==> config.mk <==
export PLATFORM = sky130hd
export DESIGN_NAME = i2c_clk_gen
export DESIGN_NICKNAME = d
export VERILOG_FILES = /design/src/rtl/i2c_pkg.sv /design/src/rtl/i2c_sync2.sv /design/src/rtl/i2c_clk_gen.sv
export SDC_FILE = /design/constraint.sdc
export NUM_CORES = 1
export LEC_CHECK = 0
export ABC_AREA = 1
export BUFFER_PORTS_ARGS = -buffer_cell sky130_fd_sc_hd__buf_2
export CORE_ASPECT_RATIO = 1.1
export CORE_UTILIZATION = 30
export CTS_CLUSTER_SIZE = 25
export DETAILED_ROUTE_END_ITERATION = 7
export GPL_ROUTABILITY_DRIVEN = 0
export PLACE_DENSITY = 0.48
export REMOVE_ABC_BUFFERS = 1
export SYNTH_ARGS = -nofsm -noshare
export SYNTH_HDL_FRONTEND = slang
export SYNTH_SLANG_ARGS = --single-unit
==> constraint.sdc <==
create_clock -name clk -period 6 [get_ports clk]
set_input_delay 1.2 -clock clk [delete_from_list [all_inputs] [get_ports clk]]
set_output_delay 1.2 -clock clk [all_outputs]
set_load 0.005 [all_outputs]
==> src/rtl/i2c_pkg.sv <==
// rtl/i2c_pkg.sv - shared phase encoding, FSM state type and divider helper for the I2C clock path
package i2c_pkg;

  localparam logic [1:0] PH_LOW_A  = 2'd0;
  localparam logic [1:0] PH_LOW_B  = 2'd1;
  localparam logic [1:0] PH_HIGH_A = 2'd2;
  localparam logic [1:0] PH_HIGH_B = 2'd3;

  localparam int unsigned MIN_DIV       = 4;
  localparam int unsigned STRETCH_GUARD = 3;

  typedef enum logic {
    IDLE = 1'b0,
    RUN  = 1'b1
  } state_e;

  // Zero means "use the build-time default"; anything shorter than MIN_DIV
  // cannot cover the synchroniser latency plus the stretch guard.
  function automatic int unsigned clamp_div(input int unsigned div, input int unsigned dflt);
    if (div == 0) begin
      return dflt;
    end
    if (div < MIN_DIV) begin
      return MIN_DIV;
    end
    return div;
  endfunction

endpackage

==> src/rtl/i2c_sync2.sv <==
// rtl/i2c_sync2.sv - two-flop synchroniser for an open-drain bus line
// Resets to 1 so a released bus never looks like a slave holding the line.
module i2c_sync2 (
  input  logic clk,
  input  logic rst,
  input  logic d_i,
  output logic q_o
);

  logic meta_q;
  logic sync_q;

  always_ff @(posedge clk) begin
    if (rst) begin
      meta_q <= 1'b1;
      sync_q <= 1'b1;
    end else begin
      meta_q <= d_i;
      sync_q <= meta_q;
    end
  end

  assign q_o = sync_q;

endmodule

==> src/rtl/i2c_clk_gen.sv <==
// rtl/i2c_clk_gen.sv - I2C SCL / data-clock generator with clock stretching, timeout and edge strobes
// Four quarter-periods per bit; the slave may hold SCL low late in the first high quarter.
module i2c_clk_gen
  import i2c_pkg::*;
#(
  parameter int unsigned DEFAULT_DIV = 4500,
  parameter int unsigned CBITS       = 15,
  parameter int unsigned TO_CYCLES   = 65535,
  parameter int unsigned TOBITS      = 16
) (
  input  logic             clk,
  input  logic             rst,
  input  logic             ena,
  input  logic [CBITS-1:0] div_q,
  input  logic             scl_in,
  output logic             scl_clk,
  output logic             data_clk,
  output logic             data_rise,
  output logic             data_fall,
  output logic             busy,
  output logic             stretching,
  output logic             timeout
);

  state_e              state_q, state_d;
  logic [1:0]          phase_q, phase_d;
  logic [CBITS-1:0]    q_cnt_q, q_cnt_d;
  logic [CBITS-1:0]    div_r_q, div_r_d;
  logic [TOBITS-1:0]   str_cnt_q, str_cnt_d;
  logic                timeout_q, timeout_d;
  logic                stretching_q, stretching_d;
  logic                scl_clk_q, scl_clk_d;
  logic                data_clk_q, data_clk_d;
  logic                data_rise_q, data_rise_d;
  logic                data_fall_q, data_fall_d;
  logic                busy_q, busy_d;

  logic                scl_s;
  logic [CBITS-1:0]    sel_div;
  logic                q_last;
  logic                hold;
  logic                run_d;

  i2c_sync2 u_scl_sync (
    .clk (clk),
    .rst (rst),
    .d_i (scl_in),
    .q_o (scl_s)
  );

  assign sel_div = CBITS'(clamp_div(32'(div_q), DEFAULT_DIV));
  assign q_last  = (q_cnt_q == div_r_q - 1'b1);
  // The guard gives the released line time to rise and pass the synchroniser.
  assign hold    = (phase_q == PH_HIGH_A) && (q_cnt_q >= CBITS'(STRETCH_GUARD)) && !scl_s;

  always_comb begin
    state_d      = state_q;
    phase_d      = phase_q;
    q_cnt_d      = q_cnt_q;
    div_r_d      = div_r_q;
    str_cnt_d    = str_cnt_q;
    timeout_d    = timeout_q;
    stretching_d = 1'b0;

    case (state_q)
      IDLE: begin
        if (timeout_q) begin
          if (!ena) begin
            timeout_d = 1'b0;
          end
        end else if (ena) begin
          state_d   = RUN;
          phase_d   = PH_LOW_A;
          q_cnt_d   = '0;
          div_r_d   = sel_div;
          str_cnt_d = '0;
        end
      end
      RUN: begin
        if (hold) begin
          if (str_cnt_q == TOBITS'(TO_CYCLES - 1)) begin
            state_d   = IDLE;
            timeout_d = 1'b1;
            str_cnt_d = '0;
          end else begin
            str_cnt_d    = str_cnt_q + 1'b1;
            stretching_d = 1'b1;
          end
        end else begin
          str_cnt_d = '0;
          if (q_last) begin
            q_cnt_d = '0;
            if (phase_q == PH_HIGH_B) begin
              // A bit always completes; ena is only looked at on the wrap.
              if (ena) begin
                phase_d = PH_LOW_A;
                div_r_d = sel_div;
              end else begin
                state_d = IDLE;
              end
            end else begin
              phase_d = phase_q + 2'd1;
            end
          end else begin
            q_cnt_d = q_cnt_q + 1'b1;
          end
        end
      end
      default: begin
        state_d = IDLE;
      end
    endcase

    run_d       = (state_d == RUN);
    busy_d      = run_d;
    scl_clk_d   = run_d ? phase_d[1] : 1'b1;
    data_clk_d  = run_d & (phase_d[1] ^ phase_d[0]);
    data_rise_d = data_clk_d & ~data_clk_q;
    data_fall_d = ~data_clk_d & data_clk_q;
  end

  always_ff @(posedge clk) begin
    if (rst) begin
      state_q      <= IDLE;
      phase_q      <= PH_LOW_A;
      q_cnt_q      <= '0;
      div_r_q      <= '0;
      str_cnt_q    <= '0;
      timeout_q    <= 1'b0;
      stretching_q <= 1'b0;
      scl_clk_q    <= 1'b1;
      data_clk_q   <= 1'b0;
      data_rise_q  <= 1'b0;
      data_fall_q  <= 1'b0;
      busy_q       <= 1'b0;
    end else begin
      state_q      <= state_d;
      phase_q      <= phase_d;
      q_cnt_q      <= q_cnt_d;
      div_r_q      <= div_r_d;
      str_cnt_q    <= str_cnt_d;
      timeout_q    <= timeout_d;
      stretching_q <= stretching_d;
      scl_clk_q    <= scl_clk_d;
      data_clk_q   <= data_clk_d;
      data_rise_q  <= data_rise_d;
      data_fall_q  <= data_fall_d;
      busy_q       <= busy_d;
    end
  end

  assign scl_clk    = scl_clk_q;
  assign data_clk   = data_clk_q;
  assign data_rise  = data_rise_q;
  assign data_fall  = data_fall_q;
  assign busy       = busy_q;
  assign stretching = stretching_q;
  assign timeout    = timeout_q;

endmodule

==> flow_summary.yaml, run 1 <==
routing:
  routed_wirelength_mm: 8.443
  ant_nets: 0
  drcViolationCount: 0
  wl_per_cell_um: 12.15
  via_count: 3226
  first_pass_iters: 4
  vias_per_cell: 4.642
  initialDrtViolationCount: 134
finish:
  post-route-util_pct: 36.33
  multiInputGateArea_mm2: 0.001947
  fin_nets: 568
  layout-drive-gt1-share_pct: 13.14
  register_area_mm2: 0.001141
  area.growth.synth_to_final_pct: 17.19
  final.fill_count: 1212
  diodes: 0
clocking:
  cts_tree: "built"
  insertion_delay_ns: 0.33
  cts_resized: 0
  clkTransAtPathRegs_ns: 0.05
  ctsHoldBuffers: 0
  cts_root_buf: "clkbuf_16"
  cts_buffers: 9
  postCtsSetupBuffers: 0
  cts_max_path_buffers: 2
  cts_num_sinks: 57
  htreeDepth: 3
hold_path:
  worstHoldPathType: "reg -> reg"
status:
  status: "complete, no violations"
synth:
  yosysWarnings: 0
  syn_avg_cell_area_um2: 6.654
  synth_top_cell_by_area: "dfxtp_1"
  synthMuxAreaShare_pct: 0
  yosysTopAreaCellShare_pct: 33.43
  synth_commonest_cells: "nand2_1, nor2_1, inv_1"
  synth_area_mm2: 0.003413
  synth_area_leaders: "dfxtp_1, nand2_1, nor2_1"
  synth.most_common_cell: "nand2_1"
  ys_ff_latch: 57
  synth_seq_area_share_pct: 33.43
  synth_compound_area_share_pct: 10.12
  synth-xor-area-share_pct: 6.048
  synthArstFlopShare_pct: 0
  synthAdderAreaFrac_pct: 2.199
  synth_ff_type: "dfxtp_1"
  synth-simple-area-share_pct: 38.67
  syn_inst: 513
  synth_top_family_by_area: "simple AND/OR/NAND/NOR gates"
  synth_cell_types: 41
  synth_enable_flop_cells: 0
sta:
  tightest_slew_ns: 0.6430
  setup_viol: 0
  final_max_slew_viol_count: 0
  tns_ns: 0
  fin_crit_ns: 2.684
  fmax_mhz: 372.5
  rsz0062_at_grt: "no"
  maxSlewHeadroom_pct: 57.13
  hold_viol_final: 0
  worst_clock_skew_ns: 0.008584
  timing.final.crit_share_pct: 44.74
setup_path:
  path_max_fanout: 12
  r2r_cells: 11
  cp.required_ns: 6.19
  r2r_start: "div_r_q[0]"
  cp-startpoint: "ena"
  crit_type: "in -> reg"
  arrival_ns: 2.87
  cp-endpoint: "q_cnt_q[12]"
  critPathLaunchType: "primary input"
  end_kind: "flop"
  r2r_slack_ns: 3.43
  rr_endpoint: "q_cnt_q[8]"
global_routing:
  grt_pass1_wl_mm: 14.85
  antenna_found_initial: 0
  grt_pass1_vias: 3218
  grt_max_degree: 17
  gr-total-overflow: 0
  grt_usage_pct: 15.80
floorplan:
  die_area_mm2: 0.01181
  ios: 26
  die_w_um: 103.7
  start_util_pct: 31.00
  placement_rows: 40
  core_area_mm2: 0.01101
  die_h_um: 113.9
power:
  powerDensity_mw_per_mm2: 276.6
  p_leak_nw: 1.675
  ir_drop_v: 0.00009885
run:
  drv_cap: 0
placed_design:
  hpwl_mm: 6.603
  port_buffers: 25
power by group:
group | total [W] | leakage (nW) | switching (W) | internal (W)
combinational | 0.000143 | 1.06 | 0.0000933 | 0.0000497
sequential | 0.000401 | 0.464 | 0.0000121 | 0.000389
clock | 0.000562 | 0.151 | 0.000187 | 0.000375
total | 0.00111 | 1.67 | 0.000293 | 0.000814
how the worst min path moves through the flow:
| stage | depth (start not counted) | to | start | slack (ns) |
|---|---|---|---|---|
| floorplan | 1 | u_scl_sync.q_o | u_scl_sync.meta_q | 0.39 |
| global placement | 1 | u_scl_sync.q_o | u_scl_sync.meta_q | 0.40 |
| detailed placement | 1 | u_scl_sync.q_o | u_scl_sync.meta_q | 0.40 |
| CTS | 1 | u_scl_sync.q_o | u_scl_sync.meta_q | 0.41 |
| global route | 1 | u_scl_sync.q_o | u_scl_sync.meta_q | 0.43 |
| finish | 1 | u_scl_sync.q_o | u_scl_sync.meta_q | 0.41 |
cell type report:
class                           count  share of cell area [%]
Clock buffer                       10                   5.974
Sequential cell                    57                   28.53
Clock inverter                      6                   2.283
Tap cell                          147                   4.598
Timing Repair Buffer               26                   3.316
Inverter                           70                   6.631
Multi-Input combinational cell    379                   48.67
sequential cells by signal, indices dropped and copies added, names as in the netlist:
register and count:
data_fall 1, data_rise 1, div_r_q 15, phase_q 2
u_scl_sync.meta_q 1, scl_clk 1, timeout 1, q_cnt_q 15
stretching 1, u_scl_sync.q_o 1, busy 1, str_cnt_q 16
data_clk 1
through the flow:
stage	hold WS (ns)	instance area, um^2	setup slack [ns]	power, W	instances
2_1_floorplan	0.3895	3353	3.441	0.0005121	506
3_3_place_gp	0.3991	3670	3.064	0.0005505	679
3_5_place_dp	0.4014	3670	2.984	0.0005529	679
4_1_cts	0.4141	4000	3.320	0.001122	695
5_1_grt	0.4349	4000	3.076	0.001159	695
6_report	0.4105	4000	3.316	0.001106	695
worst max-delay path, cell delays in order:
cell	delay, ns
buf_2	0.10
inv_1	0.06
nand2_1	0.08
nand2_1	0.24
inv_1	0.28
nand2_4	0.12
inv_2	0.11
nand3_1	0.13
nor3b_2	0.31
nand4_1	0.12
nand2_1	0.09
nor2_1	0.04
placed cells by master (no fill, tap or decap), drive strengths merged, types with 6 or more instances in the layout:
cell type  instances
nor2              93
dfxtp             57
a21oi             26
xnor2              7
nor3              15
nand4             13
buf               26
o21ai             23
inv               70
xor2              14
ha                 6
nand3             33
nand2            122
clkbuf            10
logic make-up (layout without fill, tap and decap cells):
logic type | Yosys count | after routing
compound gates | 59 | 59
xor+xnor | 22 | 22
fa+ha+maj | 6 | 6
buf+inv | 77 | 112
flops | 57 | 57
simple gates | 292 | 292
per-layer routing:
metal	track usage, %	vias to the layer above	routed length, um	share of wire, %
li1	-	1713	-	-
met4	7.429	0	111	1.3
met1	18.21	1452	3978	47
met3	2.686	10	233	2.8
met2	28.59	51	4120	49
met5	0	-	0	0
Power figures use the tool's default switching activity.
==> run 2: changes to the inputs <==
==> constraint.sdc (replaced) <==
create_clock -name clk -period 2.8 [get_ports clk]
set_input_delay 0.56 -clock clk [delete_from_list [all_inputs] [get_ports clk]]
set_output_delay 0.56 -clock clk [all_outputs]
set_load 0.005 [all_outputs]
==> run 2 against run 1 <==
  * Combinational power is 120% higher
  * Sequential power is 110% higher
  * Sequential share of layout area is 0.098 points lower
  * Global-route usage is 0.26 points lower
  * Critical path depth is 2 higher
  * Die area stayed put
  * First-iteration DRC count is 34% lower
==> flow_summary.yaml, run 2 (same netlist as run 1, synthesis figures left out) <==
status:
  status: "complete, no violations"
finish:
  regMostFlops: "str_cnt_q"
  fin_nets: 571
  final_common_cell: "nand2_1"
  final_cell_mix: "nand2_1, nor2_1, inv_1, dfxtp_1, nand3_1"
  area.growth.synth_to_final_pct: 17.60
  diodes: 0
  largest_reg_flops: 16
  final_area_mm2: 0.004014
  largest_registers: "str_cnt_q (16), div_r_q (15), q_cnt_q (15)"
  layout-drive-gt1-share_pct: 13.43
power:
  p_total_w: 0.002340
  p_switching_w: 0.0005955
  ir_drop_v: 0.0002694
  p_comb_share_pct: 13.3
  internal_power_w: 0.001744
  p_clk_share_pct: 49.9
  powerDensity_mw_per_mm2: 582.9
  swShare_pct: 25.45
  pwr-share-seq_pct: 36.7
  p_leak_nw: 1.698
sta:
  maxSlewHeadroom_pct: 68.07
  worst_clock_skew_ns: 0.007292
  fmax_mhz: 401.9
  tns_ns: 0
  tightest_slew_ns: 0.4753
  fin_crit_ns: 2.488
  setup_viol: 0
  final_max_slew_viol_count: 0
  timing.final.crit_share_pct: 88.87
  rsz0062_at_grt: "no"
  hold_viol_final: 0
routing:
  routed_wirelength_mm: 8.474
  vias_per_cell: 4.577
  drcViolationCount: 0
  via_count: 3195
  first_pass_iters: 4
  wl_per_cell_um: 12.14
  ant_nets: 0
  initialDrtViolationCount: 88
floorplan:
  start_util_pct: 31.00
  die_area_mm2: 0.01181
  die_w_um: 103.7
  ios: 26
  core_area_mm2: 0.01101
  placement_rows: 40
  die_h_um: 113.9
setup_path:
  cp_cell_sequence: "inv_2, ha_1, or2_2, nand3_1, nand2_1, nor2_1, nand4_1, nor2_2, nand3_2, nand2_2, nand2_4, inv_4, o21ai_0, a31oi_1"
  cp.required_ns: 3.05
  end_kind: "flop"
  r2r_start: "div_r_q[0]"
  path_max_fanout: 16
  max_stage_delay_ns: 0.36
  arrival_ns: 2.74
  r2r_cells: 14
  r2r_slack_ns: 0.31
  critPathLaunchType: "flop"
  crit_type: "reg -> reg"
  slowest_stage: "dfxtp_1"
  rr_endpoint: "div_r_q[2]"
clocking:
  postCtsSetupBuffers: 0
  insertion_delay_ns: 0.33
  cts_resized: 0
  ctsHoldBuffers: 0
  cts_num_sinks: 57
  cts_tree: "built"
  cts_root_buf: "clkbuf_16"
  cts_buffers: 9
  clkTransAtPathRegs_ns: 0.05
  cts_max_path_buffers: 2
  htreeDepth: 3
placed_design:
  port_buffers: 25
  dpl_cell_area_mm2: 0.003692
  hpwl_mm: 6.644
hold_path:
  hold_path_end: "u_scl_sync.q_o"
  worstHoldPathType: "reg -> reg"
  hold_path_depth: 1
  min_from: "u_scl_sync.meta_q"
global_routing:
  grt_pass1_vias: 3102
  gr-total-overflow: 0
  grt_usage_pct: 15.54
  grt_pass1_wl_mm: 14.50
  antenna_found_initial: 0
  grt_max_degree: 17
run:
  drv_cap: 0
[run 2: final cells by class]
cell class                      instances  area [um^2]
Tap cell                              147        183.9
Timing Repair Buffer                   29        155.1
Fill cell                            1213         6997
Clock inverter                          5        78.83
Sequential cell                        57         1141
Multi-Input combinational cell        379         1947
Inverter                               70        265.3
Clock buffer                           11        242.7
[run 2: stage by stage]
stage	cells	setup WS [ns]	hold WS [ns]	utilization, %
6_report	698	0.3115	0.4079	36.45
5_1_grt	698	0.07865	0.4352	36.45
4_1_cts	698	0.3110	0.4088	36.45
3_5_place_dp	682	0.3447	0.3966	33.53
3_3_place_gp	682	0.4108	0.4048	33.53
2_1_floorplan	506	0.7164	0.3895	-
[run 2: worst max path at each step]
stage | cells after the start | start | slack [ns] | to
6_report | 14 | div_r_q[0] | 0.31 | div_r_q[2]
5_1_grt | 14 | div_r_q[0] | 0.08 | div_r_q[2]
4_1_cts | 14 | div_r_q[0] | 0.31 | div_r_q[2]
3_5_place_dp | 14 | div_r_q[0] | 0.34 | div_r_q[2]
3_3_place_gp | 14 | div_r_q[0] | 0.41 | div_r_q[2]
2_1_floorplan | 11 | div_r_q[0] | 0.72 | q_cnt_q[6]
[run 2: power by group through the flow]
stage	Sequential [W]	Combinational, W	Clock [W]
detailed placement	0.000876	0.000312	0
finish	0.000860	0.000312	0.00117
global placement	0.000877	0.000309	0
global route	0.000862	0.000360	0.00124
CTS	0.000859	0.000314	0.00121
floorplan	0.000868	0.000229	0
[run 2: routing by layer]
| metal | GRT usage, % | part of all wire (%) | vias to the layer above |
|---|---|---|---|
| li1 | - | - | 1717 |
| met5 | 0 | 0 | - |
| met2 | 26.94 | 47 | 47 |
| met4 | 7.905 | 2.5 | 0 |
| met1 | 18.74 | 48 | 1418 |
| met3 | 2.457 | 2.8 | 13 |
[run 2: critical path, delay by kind of cell, from the launching register on]
family / cells / cell delay, ns
buffers and inverters: 2 / 0.28
AOI/OAI and AO/OA: 2 / 0.28
adders and majority gates: 1 / 0.25
DFF: 1 / 0.36
and+or+nand+nor: 9 / 1.25
